### src/rtl/aes_pkg.sv
// Shared AES types, constants and byte-level helpers for the iterative round controller and datapath.
package aes_pkg;

  localparam int unsigned AES_BLK_W = 128;
  localparam int unsigned AES_BYTES = AES_BLK_W / 8;
  localparam int unsigned NR_128    = 10;
  localparam int unsigned NR_192    = 12;
  localparam int unsigned NR_256    = 14;

  typedef enum logic [1:0] {
    IDLE  = 2'd0,
    ROUND = 2'd1,
    DONE  = 2'd2
  } aes_state_e;

  // Forward S-box, row-major, entry 0x00 in the top byte.
  localparam logic [2047:0] SBOX_TBL = {
    128'h637c777bf26b6fc53001672bfed7ab76,
    128'hca82c97dfa5947f0add4a2af9ca472c0,
    128'hb7fd9326363ff7cc34a5e5f171d83115,
    128'h04c723c31896059a071280e2eb27b275,
    128'h09832c1a1b6e5aa0523bd6b329e32f84,
    128'h53d100ed20fcb15b6acbbe394a4c58cf,
    128'hd0efaafb434d338545f9027f503c9fa8,
    128'h51a3408f929d38f5bcb6da2110fff3d2,
    128'hcd0c13ec5f974417c4a77e3d645d1973,
    128'h60814fdc222a908846eeb814de5e0bdb,
    128'he0323a0a4906245cc2d3ac629195e479,
    128'he7c8376d8dd54ea96c56f4ea657aae08,
    128'hba78252e1ca6b4c6e8dd741f4bbd8b8a,
    128'h703eb5664803f60e613557b986c11d9e,
    128'he1f8981169d98e949b1e87e9ce5528df,
    128'h8ca1890dbfe6426841992d0fb054bb16
  };

  function automatic logic [7:0] sbox(input logic [7:0] b);
    return SBOX_TBL[{~b, 3'b000} +: 8];
  endfunction

  // Multiply by x in GF(2^8) modulo x^8+x^4+x^3+x+1.
  function automatic logic [7:0] xtime(input logic [7:0] b);
    return {b[6:0], 1'b0} ^ (b[7] ? 8'h1b : 8'h00);
  endfunction

endpackage

### src/rtl/aes_round_ctrl.sv
// Iterative AES encryption sequencer: owns state register and round counter, drives an external round datapath.
// Define AES_ROUND_CTRL_ABORT_EN to add the abort input that drops an in-flight block.
module aes_round_ctrl
  import aes_pkg::*;
#(
  parameter int unsigned NR = NR_128,
  parameter int unsigned RW = 4
) (
  input  logic                 clk,
  input  logic                 rst_n,
  input  logic                 in_valid,
  output logic                 in_ready,
  input  logic [AES_BLK_W-1:0] in_data,
  output logic                 out_valid,
  input  logic                 out_ready,
  output logic [AES_BLK_W-1:0] out_data,
  output logic [RW-1:0]        rk_idx,
  input  logic [AES_BLK_W-1:0] rk_data,
  output logic [AES_BLK_W-1:0] dp_state,
  output logic                 dp_last,
  input  logic [AES_BLK_W-1:0] dp_result,
  output logic                 busy
`ifdef AES_ROUND_CTRL_ABORT_EN
  ,
  input  logic                 abort
`endif
);

  if ((NR != NR_128) && (NR != NR_192) && (NR != NR_256)) begin : g_bad_nr
    $error("aes_round_ctrl: NR must be 10, 12 or 14");
  end
  if (NR >= (1 << RW)) begin : g_bad_rw
    $error("aes_round_ctrl: RW too narrow to hold NR");
  end

  aes_state_e           fsm_q, fsm_d;
  logic [AES_BLK_W-1:0] blk_q, blk_d;
  logic [RW-1:0]        round_q, round_d;
  logic                 last_rnd_c;

  assign last_rnd_c = (round_q == RW'(NR));
  assign out_data   = blk_q;
  assign dp_state   = blk_q;

  always_ff @(posedge clk or negedge rst_n) begin
    if (!rst_n) begin
      fsm_q   <= IDLE;
      blk_q   <= '0;
      round_q <= '0;
    end else begin
      fsm_q   <= fsm_d;
      blk_q   <= blk_d;
      round_q <= round_d;
    end
  end

  // Next state and handshake/datapath controls.
  always_comb begin
    fsm_d     = fsm_q;
    blk_d     = blk_q;
    round_d   = round_q;
    in_ready  = 1'b0;
    out_valid = 1'b0;
    busy      = 1'b0;
    dp_last   = 1'b0;
    rk_idx    = '0;

    unique case (fsm_q)
      IDLE: begin
        in_ready = 1'b1;
        if (in_valid) begin
          blk_d   = in_data ^ rk_data;
          round_d = RW'(1);
          fsm_d   = ROUND;
        end
      end
      ROUND: begin
        busy    = 1'b1;
        rk_idx  = round_q;
        dp_last = last_rnd_c;
        blk_d   = dp_result;
        if (last_rnd_c) begin
          round_d = '0;
          fsm_d   = DONE;
        end else begin
          round_d = round_q + RW'(1);
        end
      end
      DONE: begin
        busy      = 1'b1;
        out_valid = 1'b1;
        if (out_ready) begin
          fsm_d = IDLE;
        end
      end
      default: begin
        fsm_d = IDLE;
      end
    endcase

`ifdef AES_ROUND_CTRL_ABORT_EN
    // Abort wins over out_ready and suppresses any ciphertext this cycle.
    if (abort && (fsm_q != IDLE)) begin
      fsm_d     = IDLE;
      round_d   = '0;
      blk_d     = '0;
      out_valid = 1'b0;
    end
`endif
  end

endmodule

### config.mk
export PLATFORM = sky130hd
export DESIGN_NAME = aes_round_ctrl
export DESIGN_NICKNAME = d
export VERILOG_FILES = /design/src/rtl/aes_pkg.sv /design/src/rtl/aes_round_ctrl.sv
export SDC_FILE = /design/constraint.sdc
export NUM_CORES = 1
export LEC_CHECK = 0
export ABC_AREA = 1
export BUFFER_PORTS_ARGS = -buffer_cell sky130_fd_sc_hd__buf_2
export CAP_MARGIN = 20
export CORE_AREA = 3 3 254 256
export CTS_BUF_LIST = sky130_fd_sc_hd__clkbuf_4
export DETAILED_ROUTE_END_ITERATION = 7
export DIE_AREA = 0 0 257 259
export SETUP_SLACK_MARGIN = 0.1
export SLEW_MARGIN = 10
export SYNTH_ARGS = -nofsm -noshare
export SYNTH_HDL_FRONTEND = slang
export SYNTH_SLANG_ARGS = --single-unit
### constraint.sdc
create_clock -name clk -period 3.6 [get_ports clk]
set_input_delay 0.18 -clock clk [delete_from_list [all_inputs] [get_ports clk]]
set_output_delay 0.18 -clock clk [all_outputs]
set_load 0.05 [all_outputs]
==> flow_metrics.tcl <==
set metrics [dict create \
    min_to "dp_state[2]" \
    gp_congestion 0.862 \
    synthSimpleGateAreaFrac_pct 39.0 \
    vias 11626 \
    end_kind "register" \
    synth_area_leaders "dfrtp_1 35%, nand2_1 27%, buf_4 11%" \
    ys_seq_area_share_pct 34.8 \
    yosysTopAreaCell "dfrtp_1" \
    die_h_um 259 \
    drtAntennaViolNets 0 \
    clockBufferDepth 2 \
    crit_path_max_fanout 58 \
    insertion_delay_ps 660 \
    ys_warn_count 0 \
    synth_commonest_cells "691 x nand2_1, 141 x buf_4, 134 x dfrtp_1" \
    cts_tree "built" \
    min_period_over_period_pct 84.1 \
    viasPerCell 3.82 \
    grt_max_degree 136 \
    core_mm2 0.0627 \
    grt_pass1_wl_um 64000 \
    syn_area_mm2 0.00963 \
    criticalPathCategory "reg -> reg" \
    synthArstFlopShare_pct 100 \
    drt-total-wl_um 42800 \
    power_mw 16.1 \
    ys_ff_latch 134 \
    rsz0062_at_grt "no" \
    start_kind "register" \
    rr_startpoint "fsm_q[1]" \
    hold_path_class "in -> reg" \
    synth_edf_count 0 \
    syn_inst 1404 \
    synth_top_area_share_pct 34.8 \
    dr.pass1.iters 5 \
    io_pins 652 \
    total_leakage_power_nw 8.59 \
    pre_cts_ws_ps 1480 \
    setup_viol 0 \
    setup_tns_ps 0 \
    ir_worst_vdd_uv 694 \
    dpl.hpwl_um 30900 \
    max_slew_margin_pct 49.9 \
    row_count 92 \
    antenna_found_initial 16 \
    register_area_mm2 0.00335 \
    synthMuxAreaShare_pct 0 \
    synthFlopType "dfrtp_1" \
    fillers 6814 \
    fin_nets 2579 \
    slew_viol_final 0 \
    fmax_ghz 0.330 \
    dieArea_mm2 0.0666 \
    grt.overflow.total 0 \
    setup_slack_ps 571 \
    worst_slew_pin_slew_ps 751 \
    multi_input_area_mm2 0.00478 \
    drt-initial-drc-count 573 \
    synth_cell_types 18 \
    synth_compound_area_share_pct 9.53 \
    cts_buffers 17 \
    synth-adder-area-share_pct 0.779 \
    clkTransAtPathRegs_ps 130 \
    layout-drive-gt1-share_pct 39.6 \
    synth.most_common_cell "nand2_1" \
    reg2reg_depth 10 \
    wl_per_cell_um 14.0 \
    area_growth_pct 64.2 \
    clock_sink_count 134 \
    run_status "finished, final reports clean" \
    cts-root-buf "clkbuf_4" \
    synth_top_family_by_area "simple AND/OR/NAND/NOR gates" \
    hold_depth 5 \
    r2r_end "dp_state[112]" \
    min_from "in_valid" \
    floorplan.initialDensity_pct 15.4 \
    r2r_slack_ps 570 \
    grt.total_usage_pct 12.6 \
    avgSynthCellArea_um2 6.86 \
    synth_nets 1798 \
    power_per_cell_area_mw_per_mm2 1020 \
    cp_data_arrival_time_ps 3630 \
    die_w_um 257 \
    io_buffers 651 \
    grt_pass1_vias 11501 \
    period_minus_slack_ps 3030 \
    crit_required_ps 4200 \
    synth_xor_area_share_pct 0 \
    cts_max_level 4 \
    drcViolationCount 0 \
    maxCapViolCount 0 \
    skew_ps 21.1 \
    ctsResizeCount 0 \
    finalHoldViolations 0 \
]
metrics by stage:
stage | utilization, % | instance area (um^2) | std cells | hold WS [ps]
finish | 25.2 | 15800 | 3047 | 141
global route | 25.2 | 15800 | 3046 | 53.3
CTS | 25.2 | 15800 | 3042 | 0.974
detailed placement | 20.2 | 12700 | 2731 | 205
global placement | 20.2 | 12700 | 2731 | 195
floorplan | - | 9630 | 1404 | -116
how the worst max path moves through the flow:
stage	slack, ps	from	end	cells past startpoint
2_1_floorplan	1780	fsm_q[0]	dp_state[100]	9
3_3_place_gp	1510	fsm_q[1]	dp_state[92]	8
3_5_place_dp	1480	fsm_q[0]	dp_state[82]	9
4_1_cts	550	fsm_q[1]	dp_state[116]	10
5_1_grt	440	fsm_q[1]	dp_state[113]	10
6_report	570	fsm_q[1]	dp_state[112]	10
cell families (layout without fill, tap and decap cells):
logic type               Yosys count  in the layout
AO/OA/AOI/OAI                    131            131
adder cells (fa/ha/maj)            6              6
buffers and inverters            202            994
flip-flops                       134            134
other                              0              5
AND/OR/NAND/NOR                  931            931
repair_timing:
action                                 CTS  global route
endpoints found under the hold margin  264             0
setup buffers                            0             0
hold buffers                           281             0
area by class of cell:
type | count | share of cell area [%]
Clock buffer | 19 | 0.902
Antenna cell | 5 | 0.0791
Clock inverter | 11 | 0.854
Multi-Input combinational cell | 1068 | 30.2
Timing Repair Buffer | 947 | 39.6
Tap cell | 846 | 6.69
Sequential cell | 134 | 21.2
Inverter | 17 | 0.451
cells in the final DEF, fill, tap and decap left out, drive strengths merged:
master	n
a21oi	1
buf	667
bufinv	3
clkbuf	19
clkinv	5
clkinvlp	3
dfrtp	134
diode	5
dlygate4sd3	280
ha	6
inv	17
nand2	792
nand3	5
nand4	2
nor2	132
o21ai	130
per-layer routing:
layer	GRT usage, %	up-vias	routed length [um]
met5	0	-	46
met4	5.20	6	1170
met3	3.78	62	3060
met2	22.2	475	21200
met1	14.1	5325	17300
li1	-	5758	-
critical path: stages, from the launching register on:
cell and delay, ps:
dfrtp_1 400, inv_1 110, ha_4 200, inv_6 500, buf_4 320, nand2_2 70
o21ai_2 100, dlygate4sd3_1 560, nand2_1 40, dlygate4sd3_1 550, nand2_1 60
state kept, by name, summed over array words and instances, names as in the netlist:
signal	cells
dp_state	128
round_q	4
fsm_q	2
power breakdown:
group | total [mW] | internal [mW] | switching (mW)
combinational | 12.0 | 3.39 | 8.63
sequential | 3.01 | 2.26 | 0.746
clock | 1.11 | 0.479 | 0.634
Power figures use the tool's default switching activity.
